===== config.mk =====
export PLATFORM = sky130hd
export DESIGN_NAME = axis_pkt_arbiter
export DESIGN_NICKNAME = d
export VERILOG_FILES = /design/src/rtl/axis_pkt_arbiter.sv
export SDC_FILE = /design/constraint.sdc
export NUM_CORES = 1
export LEC_CHECK = 0
export ABC_AREA = 1
export CAP_MARGIN = 20
export CORE_AREA = 2 2 89 91
export CTS_CLUSTER_DIAMETER = 30
export DETAILED_ROUTE_END_ITERATION = 12
export DIE_AREA = 0 0 91 93
export PLACE_DENSITY = 0.73
export SYNTH_ARGS = -nofsm -noshare
export SYNTH_HDL_FRONTEND = slang
export SYNTH_SLANG_ARGS = --single-unit

===== constraint.sdc =====
create_clock -name aclk -period 1.5 [get_ports aclk]
set_input_delay 0.45 -clock aclk [delete_from_list [all_inputs] [get_ports aclk]]
set_output_delay 0.45 -clock aclk [all_outputs]
set_load 0.01 [all_outputs]

===== src/rtl/axis_pkt_arbiter.sv =====
// Packet-granular round-robin arbiter: merges NUM_S AXI-Stream slave ports onto one master port.
// A grant is held from the first beat to the tlast handshake; one bubble cycle separates arbitration from data.
module axis_pkt_arbiter #(
  parameter int NUM_S       = 4,
  parameter int TDATA_WIDTH = 4,
  parameter int TID_WIDTH   = 1,
  parameter int TDEST_WIDTH = 1,
  localparam int SEL_W      = (NUM_S > 1) ? $clog2(NUM_S) : 1
) (
  input  logic                               aclk,
  input  logic                               aresetn,
  input  logic [NUM_S-1:0]                   s_axis_tvalid,
  output logic [NUM_S-1:0]                   s_axis_tready,
  input  logic [NUM_S*TDATA_WIDTH*8-1:0]     s_axis_tdata,
  input  logic [NUM_S*TDATA_WIDTH-1:0]       s_axis_tkeep,
  input  logic [NUM_S*TDATA_WIDTH-1:0]       s_axis_tstrb,
  input  logic [NUM_S-1:0]                   s_axis_tlast,
  input  logic [NUM_S*TID_WIDTH-1:0]         s_axis_tid,
  input  logic [NUM_S*TDEST_WIDTH-1:0]       s_axis_tdest,
  output logic                               m_axis_tvalid,
  input  logic                               m_axis_tready,
  output logic [TDATA_WIDTH*8-1:0]           m_axis_tdata,
  output logic [TDATA_WIDTH-1:0]             m_axis_tkeep,
  output logic [TDATA_WIDTH-1:0]             m_axis_tstrb,
  output logic                               m_axis_tlast,
  output logic [TID_WIDTH-1:0]               m_axis_tid,
  output logic [TDEST_WIDTH-1:0]             m_axis_tdest,
  output logic [SEL_W-1:0]                   m_axis_tsrc,
  output logic                               busy
);

  localparam int DW = TDATA_WIDTH * 8;

  typedef enum logic [1:0] {
    ST_IDLE  = 2'd0,
    ST_GRANT = 2'd1,
    ST_XFER  = 2'd2
  } state_e;

  state_e           state_q, state_d;
  logic [SEL_W-1:0] grant_q, grant_d;
  logic [SEL_W-1:0] last_grant_q, last_grant_d;

  logic             rr_found_s;
  logic [SEL_W-1:0] rr_pick_s;
  logic [SEL_W-1:0] rr_idx_s;
  logic             sel_valid_s;
  logic             sel_last_s;
  logic             last_hs_s;

  // Round-robin search starting just after the previous winner; the previous winner is tried last.
  always_comb begin
    rr_found_s = 1'b0;
    rr_pick_s  = '0;
    rr_idx_s   = '0;
    for (int k = 1; k <= NUM_S; k++) begin
      rr_idx_s = SEL_W'((int'(last_grant_q) + k) % NUM_S);
      if (!rr_found_s && s_axis_tvalid[rr_idx_s]) begin
        rr_found_s = 1'b1;
        rr_pick_s  = rr_idx_s;
      end
    end
  end

  assign sel_valid_s = s_axis_tvalid[grant_q];
  assign sel_last_s  = s_axis_tlast[grant_q];
  assign last_hs_s   = sel_valid_s && m_axis_tready && sel_last_s;

  // State, grant and round-robin pointer registers.
  always_ff @(posedge aclk or negedge aresetn) begin
    if (!aresetn) begin
      state_q      <= ST_IDLE;
      grant_q      <= '0;
      last_grant_q <= SEL_W'(NUM_S - 1);
    end else begin
      state_q      <= state_d;
      grant_q      <= grant_d;
      last_grant_q <= last_grant_d;
    end
  end

  // Next-state logic; the grant only moves in IDLE, so requests arriving mid-packet wait.
  always_comb begin
    state_d      = state_q;
    grant_d      = grant_q;
    last_grant_d = last_grant_q;
    case (state_q)
      ST_IDLE: begin
        if (rr_found_s) begin
          grant_d = rr_pick_s;
          state_d = ST_GRANT;
        end else begin
          state_d = ST_IDLE;
        end
      end
      ST_GRANT: state_d = ST_XFER;
      ST_XFER: begin
        if (last_hs_s) begin
          last_grant_d = grant_q;
          state_d      = ST_IDLE;
        end else begin
          state_d = ST_XFER;
        end
      end
      default: state_d = ST_IDLE;
    endcase
  end

  // Datapath mux: transparent connection of the granted port during XFER, zeros otherwise.
  always_comb begin
    s_axis_tready = '0;
    m_axis_tvalid = 1'b0;
    m_axis_tdata  = '0;
    m_axis_tkeep  = '0;
    m_axis_tstrb  = '0;
    m_axis_tlast  = 1'b0;
    m_axis_tid    = '0;
    m_axis_tdest  = '0;
    if (state_q == ST_XFER) begin
      s_axis_tready[grant_q] = m_axis_tready;
      m_axis_tvalid = sel_valid_s;
      m_axis_tdata  = s_axis_tdata[int'(grant_q)*DW +: DW];
      m_axis_tkeep  = s_axis_tkeep[int'(grant_q)*TDATA_WIDTH +: TDATA_WIDTH];
      m_axis_tstrb  = s_axis_tstrb[int'(grant_q)*TDATA_WIDTH +: TDATA_WIDTH];
      m_axis_tlast  = sel_last_s;
      m_axis_tid    = s_axis_tid[int'(grant_q)*TID_WIDTH +: TID_WIDTH];
      m_axis_tdest  = s_axis_tdest[int'(grant_q)*TDEST_WIDTH +: TDEST_WIDTH];
    end else begin
      s_axis_tready = '0;
    end
  end

  assign m_axis_tsrc = grant_q;
  assign busy        = (state_q != ST_IDLE);

endmodule


==> impl_metrics.ini <==
[power]
power_frac_clock_pct = 3.1
seqPwrFrac_pct = 4.7
leakage_nw = 2.018
power.total_mw = 8.040
switching_share_pct = 47.54
intPower_mw = 4.218
power.density_nw_per_um2 = 1644
combPwrFrac_pct = 92.1
irDropWorstVdd_v = 0.0006312
p_switching_mw = 3.822

[grt]
grt_pass1_wl_um = 17010
antenna_found_initial = 0
grt.total_usage_pct = 25.15
grt_max_degree = 26
grt_pass1_vias = 3386
grt.overflow.total = 0

[sta]
worst-slew-pin-transition_ns = 0.2588
rsz0062_at_grt = true
fin_ws_ns = -0.6047
fmax_mhz = 475.1
slew_headroom_pct = 82.57
whs_ns = 0.4570
report.final.slew_viol_count = 0
finalClockSkew_ns = 0.003979
period_needed_ns = 2.105
hold_violations = 0
setup-violations-final = 55
fin_crit_sh_pct = 140.3

[critical_path]
critPathMaxFanout = 6
rrSetupSlack_ns = -0.53
worstReg2RegEnd = last_grant_q[1]
worst_r2r_path_depth = 15
required_ns = 1.05
rr_startpoint = m_axis_tsrc[0]
start_kind = register
worst-setup-path-type = reg2out
worstPathArrival_ns = 1.65
cp-end-kind = output pin

[layout]
fin_area_um2 = 4890
final_net_count = 749
fin_util_pct = 64.96
antenna_cells = 0
drive_gt1_share_pct = 36.91
fillers = 641
area.growth.synth_to_final_pct = 203.9

[drt]
drt-pass1-iter-count = 4
drtIter0Drc = 93
drcViolationCount = 0
vias = 3310
antenna_left = 0
vias_per_cell = 4.933
wl_per_cell_um = 17.48
routed_wl_um = 11730

[placement]
io_buffers = 229
dp_slack_ns = -0.8235
place_area_um2 = 4345
dp_hpwl_um = 8155
place.gp.congestion = 0.8526

[synth]
synth_fa_ha_area_share_pct = 0
yosysSeqAreaShare_pct = 9.487
synth.distinct_cells = 23
avgSynthCellArea_um2 = 5.436
synth_xor_area_share_pct = 0
yosys.cell_count.top_type = nand2_1
synth-edff-count = 0
synthFlopType = dfrtp_1
synth_mux_area_share_pct = 0
yosysTopAreaCellShare_pct = 28.46
synth_top_family_by_area = simple AND/OR/NAND/NOR gates
synthCells = 296
synth_compound_area_share_pct = 38.26
ys_ff_latch = 6
synthesis.nets = 475
yosys-top-cells-count = nand2_1 (122), a22oi_1 (42), a31oi_1 (42), nor2_1 (13), buf_2 (12)
yosysTopAreaCell = nand2_1
syn_area_um2 = 1609
synthArstFlopShare_pct = 100.0
ys_top_cells_by_area = nand2_1 (28%), a22oi_1 (20%), a31oi_1 (16%), dfrtp_1 (6.2%), buf_2 (3.7%)
yosys_warnings = 0
yosys.area_share.simple_pct = 41.52

[clock_tree]
insertion_delay_ns = 0.22
root_buffer = clkbuf_8
cts_made_buffers = 3
cts.sink_count = 6
cts_tree = done
hold_buffers = 0
cts.clk_slew.worst_paths_ns = 0.04
cts_buffer_depth = 2
htreeDepth = 1

[status]
violations = setup timing
status = finished with violations

[floorplan]
num_rows = 32
start_util_pct = 21.38
coreArea_um2 = 7527
io-pin-count = 230
die_w_um = 91
dieArea_um2 = 8463
die_y_um = 93

[flow_run]
drv_cap = 0

[min_path]
hp-class = in2async
==> routing by layer <==
metal / track usage, % / routed length [um] / part of all wire [%] / vias to the layer above
met5: 0 / 0 / 0 / -
met4: 7.323 / 276 / 2.4 / 0
met3: 5.802 / 963 / 8.2 / 19
met2: 49.01 / 6305 / 54 / 181
met1: 26.82 / 4187 / 36 / 1520
li1: - / - / - / 1590
==> registers in the layout, indices dropped and copies added (netlist names) <==
name	flops
last_grant_q	2
m_axis_tsrc	2
state_q	2
==> worst max-delay path by stage <==
stage	start	end	slack (ns)	cells past startpoint
3_3_place_gp	s_axis_tvalid[3]	m_axis_tvalid	-0.81	6
3_5_place_dp	s_axis_tvalid[1]	m_axis_tvalid	-0.82	6
5_1_grt	m_axis_tsrc[0]	m_axis_tlast	-0.65	10
4_1_cts	m_axis_tsrc[0]	m_axis_tlast	-0.59	10
2_1_floorplan	m_axis_tsrc[1]	m_axis_tdata[12]	-0.13	4
6_report	m_axis_tsrc[0]	m_axis_tlast	-0.60	10
==> stage by stage <==
stage | cells | TNS [ns]
after floorplan | 296 | -4.939
after global routing | 671 | -29.27
after global placement | 635 | -32.80
after detailed placement | 635 | -33.84
final | 671 | -25.66
after CTS | 665 | -24.22
==> power groups by stage <==
stage	clock (mW)	combinational [mW]	sequential [mW]
after floorplan	0	2.88	0.362
after global placement	0	5.57	0.405
after detailed placement	0	5.65	0.407
after CTS	0.256	6.91	0.375
after global routing	0.270	7.88	0.387
final	0.253	7.41	0.378
==> area by class of cell <==
class                           instances  area [um^2]  area share [%]
Clock buffer                            4        45.04          0.9212
Timing Repair Buffer                  290         2860           58.50
Sequential cell                         6        155.1           3.173
Tap cell                              102        127.6           2.610
Inverter                               19        95.09           1.945
Multi-Input combinational cell        250         1607           32.86
==> logic make-up (layout without fill, tap and decap cells) <==
kind of cell / after synthesis / in the layout
AO/OA/AOI/OAI: 91 / 91
buffers and inverters: 40 / 313
flip-flops: 6 / 6
AND/OR/NAND/NOR: 159 / 159
==> repair_timing <==
action,CTS,global route
pin swaps,30,27
setup endpoints to repair,57,57
resized for setup,274,46
buffers inserted,21,8
gates cloned,6,1
==> worst max-delay path, stage by stage, from the launching register on <==
cell and delay, ns:
dfrtp_2 0.41, buf_12 0.12, inv_4 0.03, nand2_4 0.08
inv_6 0.05, buf_12 0.13, buf_16 0.14, a21oi_4 0.11
and3_4 0.20, nor2_4 0.03, buf_6 0.11
==> placed cells by master, fill, tap and decap left out, types with 6 or more instances in the layout <==
cell type,instances
a22oi_2,17
buf_2,46
nand2_2,26
buf_6,23
nand3_2,6
buf_12,12
clkdlybuf4s50_1,173
buf_4,24
a22oi_1,25
nor2_4,7
nand2_1,98
inv_2,8
nand2_4,7
a31oi_1,37
Note: power is estimated with default switching activity, not from simulation.
==> variant: new RTL, config.mk and constraints unchanged <==
Change the parameter `NUM_S` from 4 to 2.
--- a/src/rtl/axis_pkt_arbiter.sv
+++ b/src/rtl/axis_pkt_arbiter.sv
@@ -3,3 +3,3 @@
 module axis_pkt_arbiter #(
-  parameter int NUM_S       = 4,
+  parameter int NUM_S       = 2,
   parameter int TDATA_WIDTH = 4,
Interface: changed (9 resized); port bits go from 230 to 139. The function was not compared with the original's and may differ.
==> variant against the original RTL <==
The flow still finishes with violations (setup timing). Highest routed layer unchanged. Fmax grew 22%. Synthesized area shrank 43%. Sequential cell count shrank 2. Global-route usage shrank 14 points. Final area shrank 49%. Power shrank 53%. Wire length shrank 54%. Combinational power shrank 55%. Die area is the same. Worst setup slack gained 380 ps.
==> variant: results (changes against the original RTL) <==
INFO  metric share_seq_of_total_power = 6.5% (+1.8 points)
INFO  metric place.port_buffers = 138 (-40%)
INFO  metric maximum_fanout_along_the_worst_path = 7 (+1)
INFO  metric synth_common_cells = nand2_1 (97), a21oi_1 (34), a21oi_2 (10), buf_6 (7), buf_2 (5)
INFO  metric main_area_contributors_after_synthesis = nand2_1 (40%), a21oi_1 (19%), a21oi_2 (9.6%), buf_6 (8.6%), dfrtp_1 (8.2%)
INFO  metric met1_wirelength = 2149 um (-49%)
INFO  metric slew-limit-headroom = 86.05% (+3.5 points)
INFO  metric crit-reg2reg-capture = state_q[1]$_DFF_PN0_
INFO  metric timing.critical_path.slowest_cell_delay = 450 ps (+40 ps)
INFO  metric cellLeakagePower = 1.178 nW (-42%)
INFO  metric worst_path_dominant_cell_family = flip-flops
INFO  metric cts_resized = 228 (-17%)
INFO  metric failed_checks = setup timing
INFO  metric grt_first_pass_wirelength = 7928 um (-53%)
INFO  metric post_cts_buffers = 5 (-76%)
INFO  metric dr_wl_met3 = 388 um (-60%)
INFO  metric timing.reg2reg.setup_slack = 160 ps (+690 ps)
INFO  metric grt_util_all_layers = 11.18% (-14 points)
INFO  metric dp.final_hpwl = 3914 um (-52%)
INFO  metric synth.lib_cells_used.distinct = 16 (-30%)
INFO  metric setup_violations = 47 (-15%)
INFO  metric drv_slew = 0 (unchanged)
INFO  metric cell_depth_of_the_worst_flop_to_flop_path = 8 (-7)
INFO  metric gp_congestion = 0.7238 (-15%)
INFO  metric cp-endpoint = m_axis_tvalid
INFO  metric clock_skew = 5.078 ps (+1.098 ps)
INFO  metric vias = 1748 (-47%)
INFO  metric fraction_of_power_consumed_by_combinational_cells = 87.1% (-5.0 points)
INFO  metric switching_share = 49.74% (+2.2 points)
INFO  metric synthesized_net_count = 266 (-44%)
INFO  metric final_nets = 418 (-44%)
INFO  metric r2r_start = m_axis_tsrc$_DFFE_PN0P_
INFO  metric cts-buffers-inserted = 3 (unchanged)
INFO  metric drt_first_pass_iters = 6 (+2)
INFO  metric met2_wirelength = 2744 um (-56%)
INFO  metric peakVddDrop = 0.7062 mV (+12%)
INFO  metric run_status = complete, but fails checks
INFO  metric groute.layer.met2.usage = 21.79% (-27 points)
INFO  metric layout_setup_ws = -227.5 ps (+377.2 ps)
INFO  metric postPlaceCellArea = 2464 um^2 (-43%)
INFO  metric finalWirelength = 5345 um (-54%)
INFO  metric layout-drive-gt1-share = 34.97% (-1.9 points)
variant: area by class of cell:
class,count,area (um^2)
Multi-Input combinational cell,152,787.0
Timing Repair Buffer,161,1430
Inverter,5,23.77
Sequential cell,4,102.6
Fill cell,846,5011
Clock buffer,4,45.04
Tap cell,102,127.6
variant: kinds of logic after synthesis:
family                 count (synthesis)  share of synthesized area (%)
AO/OA/AOI/OAI                         45                          28.69
buffers and inverters                 19                          15.03
flip-flops                             4                          11.07
AND/OR/NAND/NOR                      107                          45.22
variant: stage by stage:
| step | setup TNS, ps | hold WS, ps | cells | setup slack [ps] | total power [mW] |
|---|---|---|---|---|---|
| floorplan | 0 | 154.4 | 175 | 31.84 | 1.788 |
| global placement | -27930 | 456.9 | 417 | -659.3 | 3.275 |
| detailed placement | -28600 | 465.4 | 417 | -660.5 | 3.318 |
| CTS | -10000 | 441.5 | 425 | -286.6 | 3.535 |
| global route | -12080 | 465.3 | 428 | -309.4 | 4.157 |
| finish | -9020 | 443.4 | 428 | -227.5 | 3.811 |
